$ cat config.mk
export PLATFORM = sky130hd
export DESIGN_NAME = imu_poll_sequencer
export DESIGN_NICKNAME = d
export VERILOG_FILES = /design/src/rtl/imu_i2c_pkg.sv /design/src/rtl/imu_cmd_rom.sv /design/src/rtl/imu_poll_sequencer.sv
export SDC_FILE = /design/constraint.sdc
export NUM_CORES = 1
export LEC_CHECK = 0
export CAP_MARGIN = 40
export CELL_PAD_IN_SITES_DETAIL_PLACEMENT = 2
export CELL_PAD_IN_SITES_GLOBAL_PLACEMENT = 2
export CORE_ASPECT_RATIO = 1.75
export CORE_UTILIZATION = 32
export DETAILED_ROUTE_END_ITERATION = 16
export PLACE_DENSITY_LB_ADDON = 0.1
export SLEW_MARGIN = 20
export SYNTH_ARGS = -nofsm -noshare
export SYNTH_HDL_FRONTEND = slang
export SYNTH_SLANG_ARGS = --single-unit
export TNS_END_PERCENT = 10
$ cat constraint.sdc
create_clock -name CLOCK_50 -period 2.72 [get_ports CLOCK_50]
set_input_delay 0.272 -clock CLOCK_50 [delete_from_list [all_inputs] [get_ports CLOCK_50]]
set_output_delay 0.272 -clock CLOCK_50 [all_outputs]
set_load 0.02 [all_outputs]
$ cat src/rtl/imu_i2c_pkg.sv
// Shared encodings, ADXL345 register map, sequencer states and step-list bounds
// for the accelerometer poll sequencer and its command ROM.
package imu_i2c_pkg;

    localparam logic [1:0] OP_START = 2'd0;
    localparam logic [1:0] OP_WRITE = 2'd1;
    localparam logic [1:0] OP_READ  = 2'd2;
    localparam logic [1:0] OP_STOP  = 2'd3;

    localparam logic [7:0] REG_DATA_FORMAT = 8'h31;
    localparam logic [7:0] REG_POWER_CTL   = 8'h2D;
    localparam logic [7:0] REG_DATAX0      = 8'h32;

    // Step indices: INIT is two 5-command writes, POLL is a 12-command burst read
    localparam logic [3:0] INIT_LAST_STEP = 4'd9;
    localparam logic [3:0] POLL_RD_FIRST  = 4'd5;
    localparam logic [3:0] POLL_RD_LAST   = 4'd10;
    localparam logic [3:0] POLL_LAST_STEP = 4'd11;

    typedef enum logic [2:0] {
        ST_IDLE    = 3'd0,
        ST_INIT    = 3'd1,
        ST_WAIT    = 3'd2,
        ST_POLL    = 3'd3,
        ST_ABORT   = 3'd4,
        ST_PUBLISH = 3'd5
    } state_e;

    typedef enum logic {
        PH_INIT = 1'b0,
        PH_POLL = 1'b1
    } phase_e;

    function automatic logic [7:0] sat_inc8(input logic [7:0] v);
        return (v == 8'hFF) ? v : v + 8'd1;
    endfunction

endpackage

$ cat src/rtl/imu_cmd_rom.sv
// Command ROM: maps (phase, step) to the I2C byte-engine command for that step,
// including the read NACK flag and the end-of-list marker.
module imu_cmd_rom
    import imu_i2c_pkg::*;
#(
    parameter logic [6:0] DEV_ADDR        = 7'h53,
    parameter logic [7:0] DATA_FORMAT_VAL = 8'h0B,
    parameter logic [7:0] POWER_CTL_VAL   = 8'h08
) (
    input  phase_e     phase_i,
    input  logic [3:0] step_i,
    output logic [1:0] op_o,
    output logic [7:0] wdata_o,
    output logic       nack_o,
    output logic       last_o
);

    localparam logic [7:0] ADDR_WR = {DEV_ADDR, 1'b0};
    localparam logic [7:0] ADDR_RD = {DEV_ADDR, 1'b1};

    // Table lookup; any out-of-range step decodes to a terminating STOP
    always_comb begin
        op_o    = OP_STOP;
        wdata_o = 8'h00;
        nack_o  = 1'b0;
        last_o  = 1'b1;
        if (phase_i == PH_INIT) begin
            case (step_i)
                4'd0, 4'd5: begin op_o = OP_START; last_o = 1'b0; end
                4'd1, 4'd6: begin op_o = OP_WRITE; wdata_o = ADDR_WR; last_o = 1'b0; end
                4'd2:       begin op_o = OP_WRITE; wdata_o = REG_DATA_FORMAT; last_o = 1'b0; end
                4'd3:       begin op_o = OP_WRITE; wdata_o = DATA_FORMAT_VAL; last_o = 1'b0; end
                4'd4:       begin op_o = OP_STOP; last_o = 1'b0; end
                4'd7:       begin op_o = OP_WRITE; wdata_o = REG_POWER_CTL; last_o = 1'b0; end
                4'd8:       begin op_o = OP_WRITE; wdata_o = POWER_CTL_VAL; last_o = 1'b0; end
                INIT_LAST_STEP: begin op_o = OP_STOP; last_o = 1'b1; end
                default:    begin op_o = OP_STOP; last_o = 1'b1; end
            endcase
        end else begin
            case (step_i)
                4'd0, 4'd3: begin op_o = OP_START; last_o = 1'b0; end
                4'd1:       begin op_o = OP_WRITE; wdata_o = ADDR_WR; last_o = 1'b0; end
                4'd2:       begin op_o = OP_WRITE; wdata_o = REG_DATAX0; last_o = 1'b0; end
                4'd4:       begin op_o = OP_WRITE; wdata_o = ADDR_RD; last_o = 1'b0; end
                4'd6, 4'd7, 4'd8, 4'd9, POLL_RD_FIRST: begin op_o = OP_READ; last_o = 1'b0; end
                POLL_RD_LAST:   begin op_o = OP_READ; nack_o = 1'b1; last_o = 1'b0; end
                POLL_LAST_STEP: begin op_o = OP_STOP; last_o = 1'b1; end
                default:    begin op_o = OP_STOP; last_o = 1'b1; end
            endcase
        end
    end

endmodule

$ cat src/rtl/imu_poll_sequencer.sv
// ADXL345 bring-up and periodic burst-read sequencer driving a byte-level I2C
// engine; publishes X/Y/Z samples atomically and counts NACK aborts.
module imu_poll_sequencer
    import imu_i2c_pkg::*;
#(
    parameter int unsigned POLL_PERIOD     = 500000,
    parameter logic [7:0]  DATA_FORMAT_VAL = 8'h0B,
    parameter logic [7:0]  POWER_CTL_VAL   = 8'h08,
    parameter logic [6:0]  DEV_ADDR        = 7'h53
) (
    input  logic        CLOCK_50,
    input  logic        reset,
    output logic        cmd_valid,
    input  logic        cmd_ready,
    output logic [1:0]  cmd_op,
    output logic [7:0]  cmd_wdata,
    output logic        cmd_nack,
    input  logic        rsp_valid,
    input  logic [7:0]  rsp_rdata,
    input  logic        rsp_ack_err,
    output logic [11:0] AccelX,
    output logic [11:0] AccelY,
    output logic [11:0] AccelZ,
    output logic        sample_strobe,
    output logic        init_done,
    output logic [7:0]  err_cnt
);

    localparam int unsigned CNT_W = (POLL_PERIOD > 1) ? $clog2(POLL_PERIOD) : 1;
    localparam logic [CNT_W-1:0] CNT_LOAD = CNT_W'(POLL_PERIOD - 1);

    state_e           state_q;
    logic [3:0]       step_q;
    logic [2:0]       rd_idx_q;
    logic [5:0][7:0]  buf_q;
    logic [CNT_W-1:0] cnt_q;
    logic             cmd_valid_q;
    logic [1:0]       cmd_op_q;
    logic [7:0]       cmd_wdata_q;
    logic             cmd_nack_q;
    logic             cmd_last_q;
    logic [11:0]      accel_x_q;
    logic [11:0]      accel_y_q;
    logic [11:0]      accel_z_q;
    logic             strobe_q;
    logic             init_done_q;
    logic [7:0]       err_cnt_q;

    phase_e     rom_phase_s;
    logic [3:0] rom_step_s;
    logic [1:0] rom_op_s;
    logic [7:0] rom_wdata_s;
    logic       rom_nack_s;
    logic       rom_last_s;
    logic [7:0] err_cnt_d;
    logic       rsp_take_s;
    logic       nack_err_s;

    // ROM address points at the command to load on the next transition
    always_comb begin
        rom_phase_s = PH_INIT;
        rom_step_s  = 4'd0;
        err_cnt_d   = sat_inc8(err_cnt_q);
        // a response only counts once the outstanding command has been accepted
        rsp_take_s  = rsp_valid && !cmd_valid_q;
        nack_err_s  = (cmd_op_q == OP_WRITE) && rsp_ack_err;
        case (state_q)
            ST_INIT: begin rom_phase_s = PH_INIT; rom_step_s = step_q + 4'd1; end
            ST_POLL: begin rom_phase_s = PH_POLL; rom_step_s = step_q + 4'd1; end
            ST_WAIT: begin rom_phase_s = init_done_q ? PH_POLL : PH_INIT; rom_step_s = 4'd0; end
            default: begin rom_phase_s = PH_INIT; rom_step_s = 4'd0; end
        endcase
    end

    imu_cmd_rom #(
        .DEV_ADDR        (DEV_ADDR),
        .DATA_FORMAT_VAL (DATA_FORMAT_VAL),
        .POWER_CTL_VAL   (POWER_CTL_VAL)
    ) u_rom (
        .phase_i (rom_phase_s),
        .step_i  (rom_step_s),
        .op_o    (rom_op_s),
        .wdata_o (rom_wdata_s),
        .nack_o  (rom_nack_s),
        .last_o  (rom_last_s)
    );

    // Sequencer FSM with registered command and sample outputs
    always_ff @(posedge CLOCK_50) begin
        if (reset) begin
            state_q     <= ST_IDLE;
            step_q      <= 4'd0;
            rd_idx_q    <= 3'd0;
            buf_q       <= '0;
            cnt_q       <= '0;
            cmd_valid_q <= 1'b0;
            cmd_op_q    <= 2'd0;
            cmd_wdata_q <= 8'h00;
            cmd_nack_q  <= 1'b0;
            cmd_last_q  <= 1'b0;
            accel_x_q   <= 12'h000;
            accel_y_q   <= 12'h000;
            accel_z_q   <= 12'h000;
            strobe_q    <= 1'b0;
            init_done_q <= 1'b0;
            err_cnt_q   <= 8'h00;
        end else begin
            strobe_q <= 1'b0;
            if (cmd_valid_q && cmd_ready) begin
                cmd_valid_q <= 1'b0;
            end
            case (state_q)
                ST_IDLE: begin
                    state_q     <= ST_INIT;
                    step_q      <= 4'd0;
                    cmd_valid_q <= 1'b1;
                    cmd_op_q    <= rom_op_s;
                    cmd_wdata_q <= rom_wdata_s;
                    cmd_nack_q  <= rom_nack_s;
                    cmd_last_q  <= rom_last_s;
                end
                ST_INIT, ST_POLL: begin
                    if (rsp_take_s) begin
                        if (nack_err_s) begin
                            err_cnt_q   <= err_cnt_d;
                            state_q     <= ST_ABORT;
                            cmd_valid_q <= 1'b1;
                            cmd_op_q    <= OP_STOP;
                            cmd_wdata_q <= 8'h00;
                            cmd_nack_q  <= 1'b0;
                            cmd_last_q  <= 1'b1;
                            if (state_q == ST_INIT) begin
                                init_done_q <= 1'b0;
                            end
                        end else begin
                            if (cmd_op_q == OP_READ) begin
                                buf_q[rd_idx_q] <= rsp_rdata;
                                rd_idx_q        <= rd_idx_q + 3'd1;
                            end
                            if (cmd_last_q) begin
                                if (state_q == ST_INIT) begin
                                    init_done_q <= 1'b1;
                                    state_q     <= ST_WAIT;
                                    cnt_q       <= CNT_LOAD;
                                end else begin
                                    state_q <= ST_PUBLISH;
                                end
                            end else begin
                                step_q      <= step_q + 4'd1;
                                cmd_valid_q <= 1'b1;
                                cmd_op_q    <= rom_op_s;
                                cmd_wdata_q <= rom_wdata_s;
                                cmd_nack_q  <= rom_nack_s;
                                cmd_last_q  <= rom_last_s;
                            end
                        end
                    end
                end
                ST_ABORT: begin
                    if (rsp_take_s) begin
                        state_q <= ST_WAIT;
                        cnt_q   <= CNT_LOAD;
                    end
                end
                ST_WAIT: begin
                    if (cnt_q == '0) begin
                        state_q     <= init_done_q ? ST_POLL : ST_INIT;
                        step_q      <= 4'd0;
                        rd_idx_q    <= 3'd0;
                        cmd_valid_q <= 1'b1;
                        cmd_op_q    <= rom_op_s;
                        cmd_wdata_q <= rom_wdata_s;
                        cmd_nack_q  <= rom_nack_s;
                        cmd_last_q  <= rom_last_s;
                    end else begin
                        cnt_q <= cnt_q - 1'b1;
                    end
                end
                ST_PUBLISH: begin
                    accel_x_q <= {buf_q[1][3:0], buf_q[0]};
                    accel_y_q <= {buf_q[3][3:0], buf_q[2]};
                    accel_z_q <= {buf_q[5][3:0], buf_q[4]};
                    strobe_q  <= 1'b1;
                    state_q   <= ST_WAIT;
                    cnt_q     <= CNT_LOAD;
                end
                default: begin
                    state_q     <= ST_IDLE;
                    cmd_valid_q <= 1'b0;
                end
            endcase
        end
    end

    assign cmd_valid     = cmd_valid_q;
    assign cmd_op        = cmd_op_q;
    assign cmd_wdata     = cmd_wdata_q;
    assign cmd_nack      = cmd_nack_q;
    assign AccelX        = accel_x_q;
    assign AccelY        = accel_y_q;
    assign AccelZ        = accel_z_q;
    assign sample_strobe = strobe_q;
    assign init_done     = init_done_q;
    assign err_cnt       = err_cnt_q;

endmodule

==> impl_metrics.tcl <==
set metrics [dict create \
    clock_path_buffers 2 \
    syn_nets 671 \
    min_period_over_period_pct 93.2 \
    tns_ns 0 \
    numCtsBuffers 17 \
    yosysUniqueCellTypes 62 \
    htreeDepth 4 \
    syn_avg_cell_area_um2 8.14 \
    io_pins 71 \
    cts_setup_buffers 0 \
    mostFrequentLayoutCells "dfxtp_1, nand2_1, a21oi_1" \
    fp.coreArea_um2 16400 \
    internal_power_mw 4.17 \
    final_common_cell "dfxtp_1" \
    async_reset_ff_share_pct 0 \
    routed_wl_mm 17.4 \
    finalCriticalPeriod_ns 2.53 \
    power_frac_comb_pct 34.1 \
    port_buffers 69 \
    syn_to_final_growth_pct 30.0 \
    cp-end-kind "register" \
    clk_latency_ns 0.42 \
    synth_top_area_cell "dfxtp_1" \
    yosys_register_bits 123 \
    overflow 0 \
    dpl.hpwl_mm 12.7 \
    clock_skew_ns 0.0148 \
    p_clk_share_pct 32.6 \
    via_count 4999 \
    grt_pass1_vias 5419 \
    cts.clk_slew.worst_paths_ns 0.06 \
    required_ns 3.05 \
    drt_iter0_markers 138 \
    hold_path_class "in2reg" \
    power.total_mw 6.72 \
    final_layout_size_suffix_gt1_share_pct 9.59 \
    gr-usage-met1_pct 20.9 \
    cts-root-buf "clkbuf_16" \
    crit_chain "inv_1 -> ha_1 -> or3b_2 -> nor2_1 -> a21boi_0 -> nand3_1 -> xor2_1 -> nor2_1" \
    slew_violations 0 \
    netlist_area_um2 5330 \
    gr-usage-met2_pct 42.5 \
    power_density_nw_per_um2 970 \
    power_switching_mw 2.55 \
    slew_headroom_pct 53.6 \
    grt_max_degree 117 \
    avgRoutedWirePerCell_um 18.0 \
    p_sw_share_pct 37.9 \
    setup_viol 0 \
    num_antenna_cells 0 \
    status "complete, no violations" \
    cts.repair.resized 0 \
    crit_top_cell "nor2_1" \
    synthFlopType "dfxtp_1" \
    slowest_stage "a21boi_0" \
    ys_top_cells_by_area "dfxtp_1, a21oi_1, nand2_1" \
    cp_max_fo 5 \
    grt_pass1_wl_mm 28.5 \
    grt.total_usage_pct 21.3 \
    use_met3_pct 3.76 \
    power_leakage_nw 2.49 \
    critical_path_class "reg2reg" \
    rsz0062_at_grt "false" \
    hold_violations 0 \
    fmax_mhz 395 \
    tightest_slew_ns 0.695 \
    cts_tree "built" \
    ant_nets 0 \
    synth_top_area_share_pct 46.2 \
    yosysSeqAreaShare_pct 46.2 \
    max-cap-violations 0 \
    grt-busiest-layer "met2" \
    synth_edf_count 0 \
    fp.dieArea_um2 17200 \
    clock_sinks 123 \
    avgViaCountPerCell 5.19 \
    drc 0 \
    die_h_um 173 \
    critPathMaxStageDelay_ns 0.59 \
    vdd_drop_max_uv 430 \
    yosysWarnings 0 \
    hold_buffers 0 \
    synth_cells 654 \
    antenna_found_initial 0 \
    fill_cells 1860 \
    cp.arrival_ns 2.86 \
    critPathLaunchType "register" \
    core.rowCount 62 \
    place_congestion 0.852 \
    nets 745 \
    seq_power_share_pct 33.3 \
    start_util_pct 32.5 \
    first_pass_iters 4 \
    fp.dieW_um 99.5 \
]
[cell usage after synthesis (all sizes together) (2+ instances only)]
| cell | instances |
|---|---|
| a22oi | 3 |
| clkbuf | 34 |
| a31oi | 2 |
| o32ai | 2 |
| and3b | 2 |
| dfxtp | 123 |
| ha | 4 |
| a21boi | 2 |
| nor4b | 3 |
| nor3 | 13 |
| or3b | 4 |
| inv | 10 |
| nand3 | 41 |
| mux2i | 17 |
| nand4 | 9 |
| xor2 | 19 |
| nand3b | 6 |
| o22ai | 2 |
| a211oi | 2 |
| o21ai | 16 |
| nand2 | 121 |
| xnor2 | 3 |
| and3 | 2 |
| or3 | 7 |
| a2111oi | 2 |
| o31ai | 4 |
| or4 | 4 |
| nand2b | 3 |
| buf | 7 |
| nor3b | 3 |
| nand4b | 3 |
| nor2b | 9 |
| a221oi | 3 |
| nor2 | 60 |
| a21oi | 92 |
| o21a | 2 |
[final cells by class]
cell class              count  area, µm²  area share (%)
flip-flops and latches    123       2460            35.6
repair buffers             96        916            13.2
multi-input cells         479       2660            38.4
clock buffers              19        453            6.54
clock inverters            12        114            1.64
well taps                 224        280            4.05
inverters                  11       41.3           0.596
[routing by layer]
layer	up-vias	share of wire, %
met5	-	0
met3	36	2.0
met1	2477	37
met2	80	59
met4	0	2.7
li1	2406	-
[power by group through the flow]
stage / registers [mW] / logic [mW] / clock network (mW)
floorplan: 2.25 / 1.50 / 0
global placement: 2.26 / 2.18 / 0
detailed placement: 2.27 / 2.28 / 0
CTS: 2.24 / 2.32 / 2.24
global route: 2.27 / 2.53 / 2.31
finish: 2.24 / 2.29 / 2.19
[registers in the layout, indices dropped and copies added (netlist names)]
name           flops
cmd_valid          1
AccelZ            12
cmd_last_q         1
cmd_wdata          7
init_done          1
step_q             4
sample_strobe      1
cmd_nack           1
cnt_q             19
AccelX            12
AccelY            12
rd_idx_q           3
buf_q             36
err_cnt            8
cmd_op             2
state_q            3
[through the flow]
stage / setup slack (ns) / instance area [µm²] / std cells / utilization (%) / hold slack, ns
3_5_place_dp: 0.298 / 6360 / 933 / 38.8 / 0.449
4_1_cts: 0.202 / 6920 / 964 / 42.3 / 0.408
2_1_floorplan: 0.620 / 5330 / 654 / - / 0.416
6_report: 0.186 / 6920 / 964 / 42.3 / 0.407
5_1_grt: 0.0647 / 6920 / 964 / 42.3 / 0.462
3_3_place_gp: 0.370 / 6360 / 933 / 38.8 / 0.440
[path summary, 6_finish.rpt]
path	slack (ns)	end	from	depth (start not counted)
setup / recovery	0.19	cnt_q[12]	cnt_q[0]	8
hold / removal	0.41	cnt_q[9]	reset	3
setup reg to reg	0.19	cnt_q[12]	cnt_q[0]	8
hold reg to reg	0.45	AccelY[11]	buf_q[27]	2
[kinds of logic after synthesis]
| logic type | after synthesis | share of synthesized area (%) |
|---|---|---|
| other cells | 1 | 0.0704 |
| buf+inv | 52 | 3.85 |
| compound gates | 142 | 15.8 |
| mux | 18 | 3.41 |
| xor+xnor | 22 | 3.62 |
| simple gates | 292 | 26.1 |
| flops | 123 | 46.2 |
| fa+ha+maj | 4 | 0.940 |
[worst max-delay path: cells and delay by family, from the launching register on]
family,cells,cell delay [ns]
buffers and inverters,1,0.08
AOI/OAI and AO/OA,1,0.59
adders and majority gates,1,0.19
xor gates and xnor gates,1,0.18
and+or+nand+nor,4,1.05
DFF,1,0.35
No activity file was read; power rests on OpenSTA's default activity.
